**src/rtl/cei_mochila_pkg.sv**
```systemverilog
// Platform-level constants for the crossbar arbiters.
// Latency: none (constants only).
// Backpressure: n/a.
package cei_mochila_pkg;

  // Grant budget used for a master whose programmed weight is zero.
  localparam int unsigned XBAR_WRR_DEFAULT_WEIGHT = 1;

endpackage

```
**src/rtl/obi_pkg.sv**
```systemverilog
// OBI request/response bundles shared by masters, arbiter and downstream crossbar.
// Latency: none (type definitions only).
// Backpressure: carried in-band by req/gnt; responses are not backpressured.
package obi_pkg;

  typedef struct packed {
    logic        req;
    logic        we;
    logic [3:0]  be;
    logic [31:0] addr;
    logic [31:0] wdata;
  } obi_req_t;

  typedef struct packed {
    logic        gnt;
    logic        rvalid;
    logic [31:0] rdata;
  } obi_resp_t;

endpackage

```
**src/rtl/xbar_rsp_route_fifo.sv**
```systemverilog
// In-order FIFO of granted master indices used to route read responses back.
// Latency: push visible at head the cycle after the write; pop is combinational on head.
// Backpressure: push ignored when full, pop ignored when empty; owner gates both.
// Ports: clk/rst (sync active-high), push/push_data, pop, head, full, empty, count.
module xbar_rsp_route_fifo #(
  parameter int DEPTH  = 4,
  parameter int DATA_W = 2
) (
  input  logic                       clk,
  input  logic                       rst,
  input  logic                       push,
  input  logic [DATA_W-1:0]          push_data,
  input  logic                       pop,
  output logic [DATA_W-1:0]          head,
  output logic                       full,
  output logic                       empty,
  output logic [$clog2(DEPTH+1)-1:0] count
);

  localparam int PTR_W = (DEPTH > 1) ? $clog2(DEPTH) : 1;
  localparam int CNT_W = $clog2(DEPTH+1);

  logic [DATA_W-1:0] mem [DEPTH];
  logic [PTR_W-1:0]  wr_ptr;
  logic [PTR_W-1:0]  rd_ptr;
  logic              do_push;
  logic              do_pop;

  assign full    = (count == CNT_W'(DEPTH));
  assign empty   = (count == '0);
  assign do_push = push & ~full;
  assign do_pop  = pop & ~empty;
  assign head    = mem[rd_ptr];

  // Storage is not reset: contents are only read when count says they are valid.
  always_ff @(posedge clk) begin
    if (do_push) mem[wr_ptr] <= push_data;
  end

  always_ff @(posedge clk) begin
    if (rst) begin
      wr_ptr <= '0;
      rd_ptr <= '0;
      count  <= '0;
    end else begin
      // Explicit wrap so non-power-of-two depths stay in range.
      if (do_push) wr_ptr <= (wr_ptr == PTR_W'(DEPTH-1)) ? '0 : wr_ptr + PTR_W'(1);
      if (do_pop)  rd_ptr <= (rd_ptr == PTR_W'(DEPTH-1)) ? '0 : rd_ptr + PTR_W'(1);
      case ({do_push, do_pop})
        2'b10:   count <= count + CNT_W'(1);
        2'b01:   count <= count - CNT_W'(1);
        default: count <= count;
      endcase
    end
  end

endmodule

```
**src/rtl/xbar_wrr_arbiter.sv**
```systemverilog
// Weighted round-robin OBI arbiter: N masters onto one slave port, in-order response routing.
// Latency: request/gnt combinational pass-through; rvalid/rdata routed combinationally.
// Backpressure: a stalled request is locked until gnt; issuing stops at MAX_OUTSTANDING.
// Ports: clk_i/rst_i (sync active-high), weight_i, master_req_i/master_resp_o,
//        slave_req_o/slave_resp_i, outstanding_o (in-flight count), err_o (sticky orphan rvalid).
module xbar_wrr_arbiter
  import obi_pkg::*;
  import cei_mochila_pkg::*;
#(
  parameter int NMASTER         = 3,
  parameter int MAX_OUTSTANDING = 4,
  parameter int WEIGHT_W        = 4
) (
  input  logic                                 clk_i,
  input  logic                                 rst_i,
  input  logic [NMASTER-1:0][WEIGHT_W-1:0]     weight_i,
  input  obi_req_t  [NMASTER-1:0]              master_req_i,
  output obi_resp_t [NMASTER-1:0]              master_resp_o,
  output obi_req_t                             slave_req_o,
  input  obi_resp_t                            slave_resp_i,
  output logic [$clog2(MAX_OUTSTANDING+1)-1:0] outstanding_o,
  output logic                                 err_o
);

  localparam int IDX_W = (NMASTER > 1) ? $clog2(NMASTER) : 1;

  logic [IDX_W-1:0]    ptr_q;
  logic [WEIGHT_W-1:0] credit_q;
  logic                lock_q;
  logic [IDX_W-1:0]    lock_idx_q;
  logic                err_q;

  logic [IDX_W-1:0]    sel;
  logic [IDX_W-1:0]    cand_idx;
  logic                found;
  int                  cand;
  logic                any_req;
  logic                hs;
  logic                pop;
  logic                fifo_full;
  logic                fifo_empty;
  logic [IDX_W-1:0]    head;
  logic [WEIGHT_W-1:0] reload;

  always_comb begin
    any_req = 1'b0;
    for (int i = 0; i < NMASTER; i++) any_req |= master_req_i[i].req;
  end

  // Owner keeps the port while it has credit; otherwise scan starts after the owner
  // and wraps back to it. A stalled request freezes the choice until accepted.
  always_comb begin
    sel      = ptr_q;
    found    = 1'b0;
    cand     = 0;
    cand_idx = '0;
    if (lock_q) begin
      sel = lock_idx_q;
    end else if (credit_q != '0 && master_req_i[ptr_q].req) begin
      sel = ptr_q;
    end else begin
      for (int k = 1; k <= NMASTER; k++) begin
        cand = int'(ptr_q) + k;
        if (cand >= NMASTER) cand -= NMASTER;
        cand_idx = IDX_W'(cand);
        if (!found && master_req_i[cand_idx].req) begin
          sel   = cand_idx;
          found = 1'b1;
        end
      end
    end
  end

  assign reload = ((weight_i[sel] == '0) ? WEIGHT_W'(XBAR_WRR_DEFAULT_WEIGHT) : weight_i[sel])
                  - WEIGHT_W'(1);

  always_comb begin
    slave_req_o     = master_req_i[sel];
    slave_req_o.req = any_req & ~fifo_full & ~rst_i;
  end

  assign hs  = slave_req_o.req & slave_resp_i.gnt;
  assign pop = slave_resp_i.rvalid & ~fifo_empty & ~rst_i;

  always_comb begin
    master_resp_o = '0;
    if (hs) master_resp_o[sel].gnt = 1'b1;
    if (pop) begin
      master_resp_o[head].rvalid = 1'b1;
      master_resp_o[head].rdata  = slave_resp_i.rdata;
    end
  end

  always_ff @(posedge clk_i) begin
    if (rst_i) begin
      ptr_q      <= '0;
      credit_q   <= '0;
      lock_q     <= 1'b0;
      lock_idx_q <= '0;
      err_q      <= 1'b0;
    end else begin
      if (hs) begin
        lock_q <= 1'b0;
        if (sel == ptr_q && credit_q != '0) begin
          credit_q <= credit_q - WEIGHT_W'(1);
        end else begin
          ptr_q    <= sel;
          credit_q <= reload;
        end
      end else if (slave_req_o.req) begin
        lock_q     <= 1'b1;
        lock_idx_q <= sel;
      end
      if (slave_resp_i.rvalid && fifo_empty) err_q <= 1'b1;
    end
  end

  assign err_o = err_q;

  xbar_rsp_route_fifo #(
    .DEPTH  (MAX_OUTSTANDING),
    .DATA_W (IDX_W)
  ) u_route_fifo (
    .clk       (clk_i),
    .rst       (rst_i),
    .push      (hs),
    .push_data (sel),
    .pop       (pop),
    .head      (head),
    .full      (fifo_full),
    .empty     (fifo_empty),
    .count     (outstanding_o)
  );

endmodule

```
**config.mk**
```make
export PLATFORM = sky130hd
export DESIGN_NAME = xbar_wrr_arbiter
export DESIGN_NICKNAME = d
export VERILOG_FILES = /design/src/rtl/cei_mochila_pkg.sv /design/src/rtl/obi_pkg.sv /design/src/rtl/xbar_rsp_route_fifo.sv /design/src/rtl/xbar_wrr_arbiter.sv
export SDC_FILE = /design/constraint.sdc
export NUM_CORES = 1
export LEC_CHECK = 0
export ABC_AREA = 1
export CAP_MARGIN = 20
export CORE_AREA = 4 4 166 168
export CTS_CLUSTER_DIAMETER = 30
export CTS_CLUSTER_SIZE = 40
export DETAILED_ROUTE_END_ITERATION = 10
export DIE_AREA = 0 0 170 172
export HOLD_SLACK_MARGIN = 0.15
export PLACE_DENSITY_LB_ADDON = 0.1
export SYNTH_ARGS = -nofsm -noshare
export SYNTH_HDL_FRONTEND = slang
export SYNTH_HIERARCHICAL = 1
export SYNTH_SLANG_ARGS = --single-unit
```
**constraint.sdc**
```tcl
create_clock -name clk_i -period 3.1 [get_ports clk_i]
set_clock_uncertainty 0.1 [all_clocks]
set_input_delay 0.62 -clock clk_i [delete_from_list [all_inputs] [get_ports clk_i]]
set_output_delay 0.62 -clock clk_i [all_outputs]
set_load 0.03 [all_outputs]
```
==> results of run 1 <==
==> synth_stat cells (all sizes together) (3+ instances only) <==
library cell,n,share of area
clkbuf,33,0.031
edfxtp,8,0.061
o21ai,153,0.19
inv,92,0.088
nor2,214,0.22
dfxtp,19,0.096
a21oi,9,0.012
nand2,171,0.18
nand3,27,0.041
ha,11,0.035
nor3,3,0.0038
buf,8,0.014
==> worst reg2reg max path: cells and delay by family (launching register included) <==
family / cells / cell delay (ns)
compound gates: 1 / 0.11
xor+xnor: 1 / 0.12
fa+ha+maj: 2 / 0.44
buf+inv: 9 / 1.07
flops: 1 / 0.35
mux: 1 / 0.12
simple gates: 11 / 0.84
==> cell usage in the layout (no fill, tap or decap), drive strengths merged, types with 2 or more instances in the layout <==
| cell type | n |
|---|---|
| a21oi | 9 |
| a31oi | 2 |
| buf | 273 |
| clkbuf | 7 |
| clkdlybuf4s50 | 259 |
| clkinv | 2 |
| dfxtp | 19 |
| diode | 2 |
| edfxtp | 8 |
| ha | 11 |
| inv | 92 |
| nand2 | 171 |
| nand3 | 27 |
| nand3b | 2 |
| nand4 | 2 |
| nor2 | 214 |
| nor3 | 3 |
| o21ai | 153 |
| o22ai | 2 |
==> layout make-up <==
type	count	share of cell area
timing repair buffer	537	0.525
sequential	27	0.0588
tap	335	0.0396
multi-input combinational	601	0.335
inverter	94	0.0338
clock buffer	4	0.00744
antenna	2	0.000472
==> final timing paths <==
kind	from	to	slack, ns	cells after the start
worst max-delay path	ptr_q[0]	slave_req_o[2]	-0.29	20
worst min-delay path	err_o	err_o	0.38	2
worst max register to register	ptr_q[0]	credit_q[2]	-0.12	25
worst min register to register	err_o	err_o	0.38	2
==> registers in the layout, summed over array words and instances (netlist names), named ones only <==
name / flops
credit_q: 4
err_o: 1
lock_idx_q: 2
lock_q: 1
ptr_q: 2
u_route_fifo/count: 3
u_route_fifo/mem: 8
u_route_fifo/rd_ptr: 2
u_route_fifo/wr_ptr: 2
==> where the power goes <==
part | total, mW | internal [mW] | switching [mW]
Sequential | 0.439 | 0.413 | 0.0260
Clock | 0.297 | 0.176 | 0.121
Combinational | 7.95 | 3.75 | 4.20
==> logic make-up after synthesis <==
family,count (synthesis)
DFF,27
xor gates and xnor gates,1
muxes,1
and+or+nand+nor,419
AOI/OAI and AO/OA,168
buffers and inverters,135
adders and majority gates,12
==> timing repair <==
item,in CTS,in global routing
buffers inserted,31,7
gates resized for setup,160,116
pin swaps,35,63
cloned,11,2
setup endpoints to repair,76,77
==> per-layer routing <==
| layer | wire length, um | GRT usage |
|---|---|---|
| met1 | 9440 | 0.174 |
| met2 | 14500 | 0.325 |
| met3 | 2270 | 0.0476 |
| met4 | 745 | 0.0438 |
| met5 | 0 | 0 |
==> metrics by stage <==
| stage | instances | area (um2) |
|---|---|---|
| CTS | 1595 | 10300 |
| floorplan | 763 | 4270 |
| global placement | 1551 | 9160 |
| finish | 1600 | 10600 |
| detailed placement | 1551 | 9160 |
| global route | 1599 | 10600 |
==> reports/results.txt, run 1 <==
Area growth, synth to finish - 168%
worst-path fanout max - 6
Final nets - 1534
total CTS buffers - 3
DIE AREA - 0.0292 mm2
clock root cell - clkbuf_16
vias in the first global route - 6597
CTS tree - done
Worst setup SP type - flip-flop
# DRC - 0
hold buffers post-CTS - 0
routability cong. - 0.861
Synth Area in XOR/XNOR - 0.00222
multiplexer area fraction after synthesis - 0.00253
max incr delay on CP - 0.35 ns
Compound-Gate Fraction of Synth Area - 0.219
slew of the pin with the lowest slew margin - 0.442 ns
endpoints failing setup - 75
RSZ-0062 raised after global routing - true
port buffer count - 433
total wire length - 27000 um
setup TNS - -16.50 ns
Syn Nets - 1033
Starting Density - 0.153
Filler cells - 2719
Die W - 170 um
ys async rst share - 0
crit-path cells - inv_4 > ha_4 > buf_6 > nand2_4 > nand2_4 > buf_6 > nand2_2 > nand2_1 > nor2_1 > nand2_1 > nand2_2 > o21bai_4 > nor2_4 > buf_12 > buf_12 > buf_16 > buf_6 > nand2_2 > o21ai_2 > buf_12
Syn. warnings - 6
main flop type after synthesis - dfxtp_1
Max-Cap Viols - 0
number of synthesized register bits - 27
fin crit share - 1.09
post-place setup slack - -0.503 ns
FP Rows - 59
Reg area - 623 um2
first-pass GRT wire length - 38000 um
Critical Path Sink Type - output port
1st-pass router iterations - 4
post-route setup slack - -0.294 ns
critical path type - reg2out
Core Region - 0.0259 mm2
vias per cell - 4.14
Post-Synth Simple-Gate Area - 0.444
Fin. Hold Viols - 0
failing checks - setup timing
fin util - 0.409
Iter 0 DRT Violations - 234
syn_area_per_cell - 5.18 um2
drt wl/cell - 16.9 um
peak supply drop - 0.472 mV
CP bufs+invs - 8
status - complete, but fails checks
f_max - 295 MHz
IO Count - 434
synth unique cells - 33
clock slew at reported path FFs - 0.07 ns
grt total ovfl - 0
layout cell share with drive strength beyond 1 - 0.382
largest family of logic cells by synthesized area - simple AND/OR/NAND/NOR gates
worst hold slack - 0.376 ns
clock period minus final worst setup slack - 3.39 ns
Tot GR Track Use - 0.167
relative slew slack - 0.703
Antenna Nets Post-Route - 0
CP Data Required Time - 2.38 ns
cell count after synthesis - 763
via count - 6628
multi-input logic area - 0.00354 mm2
clock sink total - 27
Cell Area, Synth - 0.00395 mm2
htree depth - 1
critical-path cell with the highest stage delay - dfxtp_2
number of max-slew violations in the final report - 0
pwr dens - 820 mW/mm2
largest net degree at the start of global routing - 38
chip height - 172 um
crit path DAT - 2.67 ns
post-synthesis adder-cell area fraction - 0.0399
CP top delay family - buffers and inverters
worst skew pair latency - 0.26 ns
overall power - 8.69 mW
DP Wirelength - 21500 um
number of synthesized flops with an enable pin - 8
Hold Path Class - reg2reg
clk buf depth - 2
Leak - 4.97 nW
sequential-to-total area share from yosys stat - 0.157
initial antenna violation count - 1
(Power assumes the default switching activity.)
==> inputs of run 2 (changes only) <==
--- a/config.mk
+++ b/config.mk
@@ -6,12 +6,13 @@
 export NUM_CORES = 1
 export LEC_CHECK = 0
 export ABC_AREA = 1
+export ABC_CLOCK_PERIOD_IN_PS = 3100
 export CAP_MARGIN = 20
-export CORE_AREA = 4 4 166 168
+export CORE_AREA = 2 2 169 171
 export CTS_CLUSTER_DIAMETER = 30
 export CTS_CLUSTER_SIZE = 40
 export DETAILED_ROUTE_END_ITERATION = 10
-export DIE_AREA = 0 0 170 172
+export DIE_AREA = 0 0 171 173
 export HOLD_SLACK_MARGIN = 0.15
 export PLACE_DENSITY_LB_ADDON = 0.1
 export SYNTH_ARGS = -nofsm -noshare
==> run 2 against run 1 <==
  * Clock power is 1% higher
  * Critical path depth decreased by 2
  * Cell count is 1.6% higher
  * Fmax is essentially flat
  * The run still ends with setup timing left
  * Count of clock-buffer cells in the layout decreased by 1
  * Combinational power grew 0.5%
  * Die area is 1.2% higher
  * Largest cell class unchanged
  * Flip-flop and latch count unchanged
  * Critical endpoint unchanged
==> reports/results.txt, run 2 (same netlist as run 1, synthesis figures left out) <==
Hold Path Class - reg2reg (unchanged)
clock slew at reported path FFs - 0.07 ns (about the same)
f_max - 295 MHz (about the same)
most frequent cells in the layout - clkdlybuf4s50_1 (259), nor2_1 (200), buf_4 (151), nand2_1 (92), inv_1 (82) (was clkdlybuf4s50_1 (259), nor2_1 (199), buf_4 (157), nand2_1 (98), inv_1 (82))
Top reg by flops - u_route_fifo/mem (unchanged)
# DRC - 0 (unchanged)
Die W - 171 um (was 170 um)
Iter 0 DRT Violations - 165 (was 234)
RSZ-0062 raised after global routing - true (unchanged)
DP Wirelength - 21500 um (about the same)
Clock Power Share - 0.034 (about the same)
1st-pass router iterations - 4 (unchanged)
commonest non-fill, non-tap cell in the layout - clkdlybuf4s50_1 (unchanged)
Max-Cap Viols - 0 (unchanged)
Fin. Hold Viols - 0 (unchanged)
critical path type - reg2out (unchanged)
Worst setup SP type - flip-flop (unchanged)
hold depth - 2 (unchanged)
relative slew slack - 0.684 (was 0.703)
slew of the pin with the lowest slew margin - 0.471 ns (was 0.442 ns)
critical-path cell with the highest stage delay - dfxtp_2 (unchanged)
CP bufs+invs - 6 (was 8)
vias per cell - 4.03 (was 4.14)
Critical Path Sink Type - output port (unchanged)
max FFs per register - 8 (unchanged)
chip height - 173 um (was 172 um)
layout cell share with drive strength beyond 1 - 0.364 (was 0.382)
status - complete, but fails checks (unchanged)
port buffer count - 433 (unchanged)
Antenna Nets Post-Route - 0 (unchanged)
worst skew pair latency - 0.26 ns (about the same)
crit-path cells - inv_2 > ha_4 > buf_4 > nor2_1 > nand2_1 > nand2_2 > nand2_1 > nand2_1 > nand2_2 > nor2_4 > o21bai_4 > buf_6 > nor2_4 > buf_8 > clkbuf_16 > nand2_2 > o21ai_2 > buf_6 (was inv_4 > ha_4 > buf_6 > nand2_4 > nand2_4 > buf_6 > nand2_2 > nand2_1 > nor2_1 > nand2_1 > nand2_2 > o21bai_4 > nor2_4 > buf_12 > buf_12 > buf_16 > buf_6 > nand2_2 > o21ai_2 > buf_12)
vias in the first global route - 6635 (was 6597)
post-place setup slack - -0.568 ns (was -0.503 ns)
DIE AREA - 0.0296 mm2 (was 0.0292 mm2)
Core Region - 0.0276 mm2 (was 0.0259 mm2)
WP depth - 18 (was 20)
clock root cell - clkbuf_16 (unchanged)
clock period minus final worst setup slack - 3.39 ns (about the same)
CTS tree - done (unchanged)
crit path DAT - 2.67 ns (about the same)
Starting Density - 0.143 (was 0.153)
FP Rows - 61 (was 59)
multi-input logic area - 0.00364 mm2 (was 0.00354 mm2)
total CTS buffers - 3 (unchanged)
fin util - 0.384 (was 0.409)
Reg area - 623 um2 (unchanged)
grt total ovfl - 0 (unchanged)
worst-path fanout max - 6 (unchanged)
largest net degree at the start of global routing - 38 (unchanged)
Tot GR Track Use - 0.171 (was 0.167)
clk buf depth - 2 (unchanged)
initial antenna violation count - 2 (was 1)
switching part of the total - 0.506 (was 0.501)
final std cells w/o fill - 1625 (was 1600)
Int Power - 4.31 mW (was 4.34 mW)
first-pass GRT wire length - 38800 um (was 38000 um)
Finished Cell Area - 0.0106 mm2 (about the same)
overall power - 8.73 mW (was 8.69 mW)
max incr delay on CP - 0.35 ns (about the same)
htree depth - 1 (unchanged)
peak supply drop - 0.594 mV (was 0.472 mV)
CP top delay family - buffers and inverters (unchanged)
power share of the combinational group - 0.915 (about the same)
post-route setup slack - -0.294 ns (about the same)
endpoints failing setup - 71 (was 75)
Filler cells - 3004 (was 2719)
fin crit share - 1.09 (about the same)
total wire length - 26700 um (was 27000 um)
Net Switching - 4.41 mW (was 4.35 mW)
failing checks - setup timing (unchanged)
routability cong. - 0.828 (was 0.861)
via count - 6549 (was 6628)
Area growth, synth to finish - 168% (about the same)
drt wl/cell - 16.4 um (was 16.9 um)
r2r worst-path depth - 25 (unchanged)
IO Count - 434 (unchanged)
largest registers - u_route_fifo/mem (8), credit_q (4), u_route_fifo/count (3) (unchanged)
Final nets - 1517 (was 1534)
Placed Instance Area - 0.00939 mm2 (was 0.00916 mm2)
clock sink total - 27 (unchanged)
CP Data Required Time - 2.38 ns (about the same)
Leak - 4.99 nW (was 4.97 nW)
Sequential Power Share - 0.050 (was 0.051)
pwr dens - 823 mW/mm2 (was 820 mW/mm2)
Inst Count DP - 1598 (was 1551)
number of max-slew violations in the final report - 0 (unchanged)
run 2: cell type report:
class,instances,share of cell area
antenna,1,0.000236
clock buffer,3,0.00708
clock inverter,1,0.000708
inverter,94,0.0340
multi-input combinational,601,0.343
sequential,27,0.0588
tap,378,0.0446
timing repair buffer,520,0.511
run 2: worst paths after layout:
kind         slack, ns      from              to
max              -0.29  ptr_q[1]  slave_req_o[2]
min reg2reg       0.38     err_o           err_o
min               0.38     err_o           err_o
max reg2reg       0.11  ptr_q[0]     credit_q[2]
run 2: power by group through the flow:
stage	registers (mW)	logic, mW	clock network (mW)
global placement	0.448	6.65	0
floorplan	0.452	3.42	0
CTS	0.439	7.68	0.313
global route	0.444	8.46	0.327
detailed placement	0.446	6.64	0
finish	0.439	7.99	0.301
run 2: metrics by stage:
step	hold WS, ns	TNS [ns]
final	0.376	-17.48
after global routing	0.405	-29.08
after CTS	0.383	-18.69
after detailed placement	0.363	-33.62
after global placement	0.358	-34.74
after floorplan	0.359	-0.215
run 2: what timing repair did:
action,in CTS,in global routing
pin swaps,13,24
hold buffers,0,0
buffers inserted,13,5
gates resized for setup,106,140
endpoints found under the setup margin,75,75
gates cloned,8,1
run 2: tightest hold or removal path: stages (launching register included):
cell and delay (ns):
dfxtp_1 0.33, a21oi_1 0.04, nor2_1 0.07
run 2: per-layer routing:
layer | routed length [um] | vias up | global-route usage
li1 | - | 3369 | -
met1 | 9180 | 2922 | 0.168
met2 | 15200 | 244 | 0.357
met3 | 2000 | 12 | 0.0401
met4 | 328 | 2 | 0.0251
met5 | 10 | - | 0
==> inputs of run 3 (changes only) <==
--- a/config.mk
+++ b/config.mk
@@ -9,6 +9,7 @@
 export ABC_CLOCK_PERIOD_IN_PS = 3100
 export CAP_MARGIN = 20
 export CORE_AREA = 2 2 169 171
+export CTS_BUF_LIST = sky130_fd_sc_hd__clkbuf_16
 export CTS_CLUSTER_DIAMETER = 30
 export CTS_CLUSTER_SIZE = 40
 export DETAILED_ROUTE_END_ITERATION = 10
==> results of run 3 <==
Same layout as run 2: the final DEF is identical, and so are final timing and power.
